File: src/rtl/id_pipe_pkg.sv
// ============================================================
// id_pipe_pkg : shared opcodes, type codes and FSM encodings
// Rev 1.0 - initial release
// ============================================================
`default_nettype none

package id_pipe_pkg;

    localparam logic [6:0] OPC_OP     = 7'b0110011;
    localparam logic [6:0] OPC_OP_IMM = 7'b0010011;
    localparam logic [6:0] OPC_JAL    = 7'b1101111;
    localparam logic [6:0] OPC_JALR   = 7'b1100111;
    localparam logic [6:0] OPC_LUI    = 7'b0110111;
    localparam logic [6:0] OPC_AUIPC  = 7'b0010111;
    localparam logic [6:0] OPC_SYSTEM = 7'b1110011;
    localparam logic [6:0] OPC_LOAD   = 7'b0000011;
    localparam logic [6:0] OPC_STORE  = 7'b0100011;
    localparam logic [6:0] OPC_BRANCH = 7'b1100011;

    typedef enum logic [3:0] {
        R_TYPE      = 4'd0,
        I_TYPE      = 4'd1,
        J_TYPE      = 4'd2,
        JR_TYPE     = 4'd3,
        U_TYPE      = 4'd4,
        UPC_TYPE    = 4'd5,
        SYS_TYPE    = 4'd6,
        LOAD_TYPE   = 4'd7,
        STORE_TYPE  = 4'd8,
        BRANCH_TYPE = 4'd9,
        NO_TYPE     = 4'd15
    } inst_type_e;

    localparam logic [7:0] ALUCEX_NONE = 8'h00;
    localparam logic [7:0] ADD_TYPE    = 8'h01;
    localparam logic [7:0] JAL_TYPE    = 8'h02;
    localparam logic [7:0] JALR_TYPE   = 8'h03;
    localparam logic [7:0] LUI_TYPE    = 8'h04;
    localparam logic [7:0] AUIPC_TYPE  = 8'h05;

    typedef enum logic [0:0] {
        ST_RUN  = 1'b0,
        ST_HALT = 1'b1
    } state_e;

endpackage

`default_nettype wire

File: src/rtl/id_decode.sv
// ============================================================
// id_decode : combinational instruction decoder
// Rev 1.0 - initial release
// ============================================================
`default_nettype none

module id_decode
    import id_pipe_pkg::*;
#(
    parameter int XLEN = 32
) (
    input  logic [31:0]     inst,
    input  logic [XLEN-1:0] pc,
    output inst_type_e      inst_type,
    output logic [4:0]      rs1_addr,
    output logic [4:0]      rs2_addr,
    output logic            rs1_ren,
    output logic            rs2_ren,
    output logic [4:0]      rd_addr,
    output logic            rd_wen,
    output logic [XLEN-1:0] imm,
    output logic [XLEN-1:0] op1_const,
    output logic [XLEN-1:0] op2_const,
    output logic [3:0]      aluc,
    output logic [7:0]      alucex,
    output logic            illegal
);

    logic [6:0]  w_opcode;
    logic [2:0]  w_f3;
    logic [6:0]  w_f7;
    logic [31:0] w_imm_i32, w_imm_s32, w_imm_b32, w_imm_u32, w_imm_j32;
    logic [XLEN-1:0] w_imm_i, w_imm_s, w_imm_b, w_imm_u, w_imm_j;

    assign w_opcode = inst[6:0];
    assign w_f3     = inst[14:12];
    assign w_f7     = inst[31:25];
    assign rs1_addr = inst[19:15];
    assign rs2_addr = inst[24:20];
    assign rd_addr  = rd_wen ? inst[11:7] : 5'd0;

    assign w_imm_i32 = {{20{inst[31]}}, inst[31:20]};
    assign w_imm_s32 = {{20{inst[31]}}, inst[31:25], inst[11:7]};
    assign w_imm_b32 = {{19{inst[31]}}, inst[31], inst[7], inst[30:25], inst[11:8], 1'b0};
    assign w_imm_u32 = {inst[31:12], 12'b0};
    assign w_imm_j32 = {{11{inst[31]}}, inst[31], inst[19:12], inst[20], inst[30:21], 1'b0};

    // signed size-casts widen to RV64 by replicating bit 31
    assign w_imm_i = XLEN'($signed(w_imm_i32));
    assign w_imm_s = XLEN'($signed(w_imm_s32));
    assign w_imm_b = XLEN'($signed(w_imm_b32));
    assign w_imm_u = XLEN'($signed(w_imm_u32));
    assign w_imm_j = XLEN'($signed(w_imm_j32));

    always_comb begin
        inst_type = NO_TYPE;
        rs1_ren   = 1'b0;
        rs2_ren   = 1'b0;
        rd_wen    = 1'b0;
        imm       = '0;
        op1_const = '0;
        op2_const = '0;
        aluc      = 4'd0;
        alucex    = ALUCEX_NONE;
        illegal   = 1'b0;
        case (w_opcode)
            OPC_OP: begin
                inst_type = R_TYPE;
                rs1_ren   = 1'b1;
                rs2_ren   = 1'b1;
                rd_wen    = 1'b1;
                aluc      = {inst[30], w_f3};
                if (w_f3 == 3'b000 && w_f7 == 7'b0000000) alucex = ADD_TYPE;
            end
            OPC_OP_IMM: begin
                inst_type = I_TYPE;
                rs1_ren   = 1'b1;
                rd_wen    = 1'b1;
                imm       = w_imm_i;
                op2_const = w_imm_i;
                // only the shift-right pair uses bit 30 as an opcode bit
                aluc      = {(w_f3 == 3'b101) & inst[30], w_f3};
                if (w_f3 == 3'b000) alucex = ADD_TYPE;
            end
            OPC_JALR: begin
                inst_type = JR_TYPE;
                rs1_ren   = 1'b1;
                rd_wen    = 1'b1;
                imm       = w_imm_i;
                op2_const = w_imm_i;
                alucex    = JALR_TYPE;
            end
            OPC_LOAD: begin
                inst_type = LOAD_TYPE;
                rs1_ren   = 1'b1;
                rd_wen    = 1'b1;
                imm       = w_imm_i;
                op2_const = w_imm_i;
            end
            OPC_STORE: begin
                inst_type = STORE_TYPE;
                rs1_ren   = 1'b1;
                rs2_ren   = 1'b1;
                imm       = w_imm_s;
            end
            OPC_BRANCH: begin
                inst_type = BRANCH_TYPE;
                rs1_ren   = 1'b1;
                rs2_ren   = 1'b1;
                imm       = w_imm_b;
                aluc      = {1'b0, w_f3};
            end
            OPC_JAL: begin
                inst_type = J_TYPE;
                rd_wen    = 1'b1;
                imm       = w_imm_j;
                op1_const = w_imm_j;
                op2_const = pc;
                alucex    = JAL_TYPE;
            end
            OPC_LUI: begin
                inst_type = U_TYPE;
                rd_wen    = 1'b1;
                imm       = w_imm_u;
                op1_const = w_imm_u;
                alucex    = LUI_TYPE;
            end
            OPC_AUIPC: begin
                inst_type = UPC_TYPE;
                rd_wen    = 1'b1;
                imm       = w_imm_u;
                op1_const = w_imm_u;
                op2_const = pc;
                alucex    = AUIPC_TYPE;
            end
            OPC_SYSTEM: begin
                inst_type = SYS_TYPE;
                imm       = w_imm_i;
            end
            default: illegal = 1'b1;
        endcase
    end

endmodule

`default_nettype wire

File: src/rtl/id_pipe.sv
// ============================================================
// id_pipe : decode stage register with forwarding, halt FSM, retire count
// Rev 1.0 - initial release
// ============================================================
`default_nettype none

module id_pipe
    import id_pipe_pkg::*;
#(
    parameter int XLEN   = 32,
    parameter bit FWD_EN = 1'b1
) (
    input  logic            clk,
    input  logic            rst_n,
    input  logic            in_valid,
    output logic            in_ready,
    input  logic [31:0]     in_inst,
    input  logic [XLEN-1:0] in_pc,
    input  logic            flush,
    output logic [4:0]      rs1_addr,
    output logic [4:0]      rs2_addr,
    output logic            rs1_ren,
    output logic            rs2_ren,
    input  logic [XLEN-1:0] rs1_data,
    input  logic [XLEN-1:0] rs2_data,
    input  logic            fwd_wen,
    input  logic [4:0]      fwd_addr,
    input  logic [XLEN-1:0] fwd_data,
    output logic            out_valid,
    input  logic            out_ready,
    output logic [XLEN-1:0] out_pc,
    output logic [XLEN-1:0] out_op1,
    output logic [XLEN-1:0] out_op2,
    output logic [XLEN-1:0] out_imm,
    output logic [4:0]      out_rd_addr,
    output logic            out_rd_wen,
    output logic [3:0]      out_aluc,
    output logic [7:0]      out_alucex,
    output logic            out_illegal,
    output logic            halted,
    output logic            halt_good,
    output logic [31:0]     retire_cnt
);

    inst_type_e      w_inst_type;
    logic [4:0]      w_rd_addr;
    logic            w_rd_wen;
    logic [XLEN-1:0] w_imm, w_op1_const, w_op2_const;
    logic [XLEN-1:0] w_rs1_val, w_rs2_val, w_op1, w_op2;
    logic [3:0]      w_aluc;
    logic [7:0]      w_alucex;
    logic            w_illegal;
    logic            w_accept, w_drain;
    state_e          r_state;

    id_decode #(.XLEN(XLEN)) u_decode (
        .inst      (in_inst),
        .pc        (in_pc),
        .inst_type (w_inst_type),
        .rs1_addr  (rs1_addr),
        .rs2_addr  (rs2_addr),
        .rs1_ren   (rs1_ren),
        .rs2_ren   (rs2_ren),
        .rd_addr   (w_rd_addr),
        .rd_wen    (w_rd_wen),
        .imm       (w_imm),
        .op1_const (w_op1_const),
        .op2_const (w_op2_const),
        .aluc      (w_aluc),
        .alucex    (w_alucex),
        .illegal   (w_illegal)
    );

    // x0 is hard zero even if EX claims to be writing it
    always_comb begin
        w_rs1_val = rs1_data;
        w_rs2_val = rs2_data;
        if (FWD_EN && fwd_wen && fwd_addr == rs1_addr) w_rs1_val = fwd_data;
        if (FWD_EN && fwd_wen && fwd_addr == rs2_addr) w_rs2_val = fwd_data;
        if (rs1_addr == 5'd0) w_rs1_val = '0;
        if (rs2_addr == 5'd0) w_rs2_val = '0;
    end

    assign w_op1    = rs1_ren ? w_rs1_val : w_op1_const;
    assign w_op2    = rs2_ren ? w_rs2_val : w_op2_const;
    assign in_ready = !halted && (!out_valid || out_ready);
    assign w_accept = in_valid && in_ready;
    assign w_drain  = out_valid && out_ready;

    always_ff @(posedge clk or negedge rst_n) begin
        if (!rst_n) begin
            out_valid   <= 1'b0;
            out_pc      <= '0;
            out_op1     <= '0;
            out_op2     <= '0;
            out_imm     <= '0;
            out_rd_addr <= 5'd0;
            out_rd_wen  <= 1'b0;
            out_aluc    <= 4'd0;
            out_alucex  <= 8'd0;
            out_illegal <= 1'b0;
        end else if (flush) begin
            out_valid <= 1'b0;
        end else if (w_accept) begin
            out_valid   <= 1'b1;
            out_pc      <= in_pc;
            out_op1     <= w_op1;
            out_op2     <= w_op2;
            out_imm     <= w_imm;
            out_rd_addr <= w_rd_addr;
            out_rd_wen  <= w_rd_wen;
            out_aluc    <= w_aluc;
            out_alucex  <= w_alucex;
            out_illegal <= w_illegal;
        end else if (w_drain) begin
            out_valid <= 1'b0;
        end
    end

    always_ff @(posedge clk or negedge rst_n) begin
        if (!rst_n) begin
            r_state   <= ST_RUN;
            halted    <= 1'b0;
            halt_good <= 1'b0;
        end else begin
            case (r_state)
                ST_RUN: begin
                    if (w_accept && !flush && w_inst_type == SYS_TYPE) begin
                        r_state   <= ST_HALT;
                        halted    <= 1'b1;
                        halt_good <= (in_inst[14:12] == 3'b000);
                    end
                end
                ST_HALT: halted <= 1'b1;
                default: r_state <= ST_RUN;
            endcase
        end
    end

    always_ff @(posedge clk or negedge rst_n) begin
        if (!rst_n)       retire_cnt <= 32'd0;
        else if (w_drain) retire_cnt <= retire_cnt + 32'd1;
    end

endmodule

`default_nettype wire

File: config.mk
export PLATFORM = sky130hd
export DESIGN_NAME = id_pipe
export DESIGN_NICKNAME = d
export VERILOG_FILES = /design/src/rtl/id_pipe_pkg.sv /design/src/rtl/id_decode.sv /design/src/rtl/id_pipe.sv
export SDC_FILE = /design/constraint.sdc
export NUM_CORES = 1
export LEC_CHECK = 0
export BUFFER_PORTS_ARGS = -buffer_cell sky130_fd_sc_hd__buf_2
export CAP_MARGIN = 20
export CORE_AREA = 3 3 140 142
export CTS_BUF_LIST = sky130_fd_sc_hd__clkbuf_4
export CTS_CLUSTER_DIAMETER = 30
export CTS_CLUSTER_SIZE = 28
export DETAILED_ROUTE_END_ITERATION = 16
export DIE_AREA = 0 0 143 145
export GPL_ROUTABILITY_DRIVEN = 1
export PLACE_DENSITY_LB_ADDON = 0.12
export SLEW_MARGIN = 10
export SYNTH_ARGS = -nofsm -noshare
export SYNTH_HDL_FRONTEND = slang
export SYNTH_SLANG_ARGS = --single-unit
File: constraint.sdc
create_clock -name clk -period 2.71 [get_ports clk]
set_clock_uncertainty 0.2 [all_clocks]
set_input_delay 0.542 -clock clk [delete_from_list [all_inputs] [get_ports clk]]
set_output_delay 0.542 -clock clk [all_outputs]
set_load 0.01 [all_outputs]
==> summary.txt <==
Clock tree
  – CTS sink count: 178
  – Clk_lat worst skew: 0.58 ns
  – CTS tree: yes
  – Root buffer cell: clkbuf_4
  – Clk slew on worst S/H paths: 0.15 ns
  – CTS Buf Count: 17
  – H-tree Lvls: 4
  – Max clock buf depth: 2

Global routing
  – Vias in the first global route: 8622
  – Initial antenna violation count: 2
  – Largest net degree at the start of global routing: 72
  – Remaining Overflow, GRT: 0
  – Global-route wire length before repair: 50.8 mm
  – GRT Resource Usage Total: 0.318

Logic synthesis
  – Synth area leaders: dfrtp_1, nand2_1, mux2i_1, nor2_1, nand3_1
  – Top cell type's share of synthesized area: 0.512
  – Asr flop ratio synth: 1.00
  – Ys Warns: 0
  – Number of flops mapped to enable cells by yosys: 0
  – Top_reg_cell synth: dfrtp_1
  – Synth area leader: dfrtp_1
  – Post-Syn Area: 8690 um^2
  – Cells after synthesis: 924
  – Register area share after synthesis: 0.512
  – Number of synthesized register bits: 178
  – Mean Syn Cell Area: 9.41 um^2
  – Yosys cell types: 66

Placement
  – Pre-CTS WS: -0.102 ns
  – # port buffers: 360
  – Post-DP HPWL: 24.8 mm
  – Routability cong.: 0.938

Run status
  – Outcome: completed

Route
  – Final wirelength: 33.8 mm
  – # DRC: 0
  – Vias per std cell: 5.64
  – Antenna Nets Post-Route: 0
  – DR iter-0 viols: 608
  – DRT Pass-1 Iters: 5
  – DR WL/cell: 21.4 um
  – Via count: 8922

STA
  – Tcrit/Tclk final: 0.949
  – Setup slack after layout: 0.139 ns
  – RSZ-0062 raised after global routing: false
  – Min Tclk post-route: 2.57 ns
  – Slew @ Worst Pin: 1.10 ns
  – Hold Vio Cnt, Final: 0
  – Slew Limit Headroom: 0.270
  – Hold WS: 0.0496 ns
  – Highest clock rate: 389 MHz
  – Final slew viol count: 0
  – # setup viols final: 0

Floorplanning
  – Initial Util: 0.468
  – Core ar.: 18600 um^2
  – Die outline height: 145 um
  – Die area: 20700 um^2
  – DIE WIDTH: 143 um
  – Num rows: 50
  – I/O Pins: 366

Worst setup path
  – Critical path capture point type: flip-flop
  – Worst Setup Start Kind: flip-flop
  – R2R depth: 6
  – Crit path largest cell delay: 0.56 ns
  – CP arrival: 2.84 ns
  – Crit Path Class: flip-flop to flip-flop
  – Critical Path, Cell by Cell: nor2b_1 -> or3_4 -> buf_12 -> a221oi_1 -> a31oi_1 -> dlygate4sd3_1
  – Slowest CP cell: dlygate4sd3_1
  – Worst EP required: 2.98 ns
  – Crit Path Max Fanout: 71

Cells and area
  – Fin nets: 1507
  – Most frequent cells in the layout: buf_2, dfrtp_1, nand2_1
  – Growth of design area from synthesis to finish: 36.9%
  – Commonest non-fill, non-tap cell in the layout: buf_2
  – Layout cell share with drive strength beyond 1: 0.337

Run
  – MaxCap Viol Count: 0

Pwr
  – Cell Pwr Density: 712 nW/um^2
  – Max VDD drop: 0.470 mV
  – Leak: 5.93 nW

Min path
  – Hold Path Class: primary input to flip-flop
  – Worst hold path depth: 3
[synth_stat cells (3+ instances only)]
master	instances
dfrtp_1	178
nand2_1	164
nor2_1	82
nand3_1	60
a21oi_1	59
clkbuf_1	40
mux2i_1	32
and2_1	24
xnor2_1	22
a311oi_1	20
buf_2	20
xor2_1	19
o21ai_0	16
buf_4	15
a22o_1	14
a221oi_1	12
a22oi_1	12
a31oi_1	12
o22ai_1	12
and3_1	10
o221ai_1	9
buf_1	6
inv_1	6
nand4_1	6
a221o_1	4
and2_0	4
and4_1	4
nor2_2	4
nor3_1	4
o21ai_1	4
nand2b_1	3
nor4_1	3
or3_1	3
or4_1	3
[layer usage]
| layer | GRT usage | up-vias | routed length [um] | share of wire |
|---|---|---|---|---|
| met5 | 0 | - | 0 | 0 |
| met4 | 0.128 | 0 | 1200 | 0.036 |
| met3 | 0.0738 | 72 | 3020 | 0.089 |
| met2 | 0.510 | 489 | 16200 | 0.48 |
| met1 | 0.416 | 4294 | 13300 | 0.39 |
| li1 | - | 4067 | - | - |
[sequential cells by signal (all words and copies together) (netlist names), 3 cells and up]
name / flops
out_op2: 32
out_imm: 32
retire_cnt: 32
out_pc: 32
out_rd_addr: 5
out_op1: 32
out_alucex: 3
out_aluc: 4
[path summary, 6_finish.rpt]
check / from / endpoint / slack (ns)
hold reg to reg: out_imm[0] / out_imm[0] / 0.28
max in group asynchronous: rst_n / out_op2[2] / 1.24
min in group asynchronous: rst_n / retire_cnt[19] / 0.28
setup / recovery: out_valid / out_op2[1] / 0.14
hold / removal: in_inst[23] / out_imm[23] / 0.05
setup reg to reg: out_valid / out_op2[1] / 0.14
[worst max-delay path: cells and delay by family, from the launching register on]
family	cells	cell delay, ns
AOI/OAI and AO/OA	2	0.34
and+or+nand+nor	2	0.64
DFF	1	0.45
buffers and inverters	2	0.78
[kinds of logic after synthesis]
logic type                 synth area share
xor gates and xnor gates             0.0432
DFF                                   0.512
other                              0.000431
and+or+nand+nor                       0.206
adders and majority gates           0.00144
muxes                                0.0394
buffers and inverters                0.0488
AOI/OAI and AO/OA                     0.148
[cell type report]
type / count / area (um^2)
antenna: 2 / 5.00
clock buffer: 17 / 128
clock inverter: 14 / 203
fill: 1572 / 6680
inverter: 6 / 22.5
multi-input combinational: 661 / 3860
sequential: 178 / 4450
tap: 234 / 293
timing repair buffer: 471 / 2940
[power by group]
part / leakage (nW) / switching (mW) / internal, mW
logic: 3.46 / 1.63 / 1.22
registers: 2.30 / 0.469 / 3.42
clock network: 0.169 / 0.985 / 0.743
[per-stage QoR]
stage	TNS, ns	util	instances	instance area, um^2	total power, mW
3_3_place_gp	-0.540	0.584	1480	10800	6.62
4_1_cts	0	0.637	1577	11800	8.49
5_1_grt	0	0.641	1583	11900	9.00
3_5_place_dp	-0.917	0.584	1480	10800	6.67
6_report	0	0.641	1583	11900	8.48
2_1_floorplan	0	-	928	8710	5.21
[repair_timing]
item / in CTS / in global routing
resized for setup: 0 / 1
setup buffers: 0 / 2
endpoints found under the hold margin: 123 / 1
endpoints found under the setup margin: 0 / 2
hold buffers: 66 / 1
(Power assumes the default switching activity.)
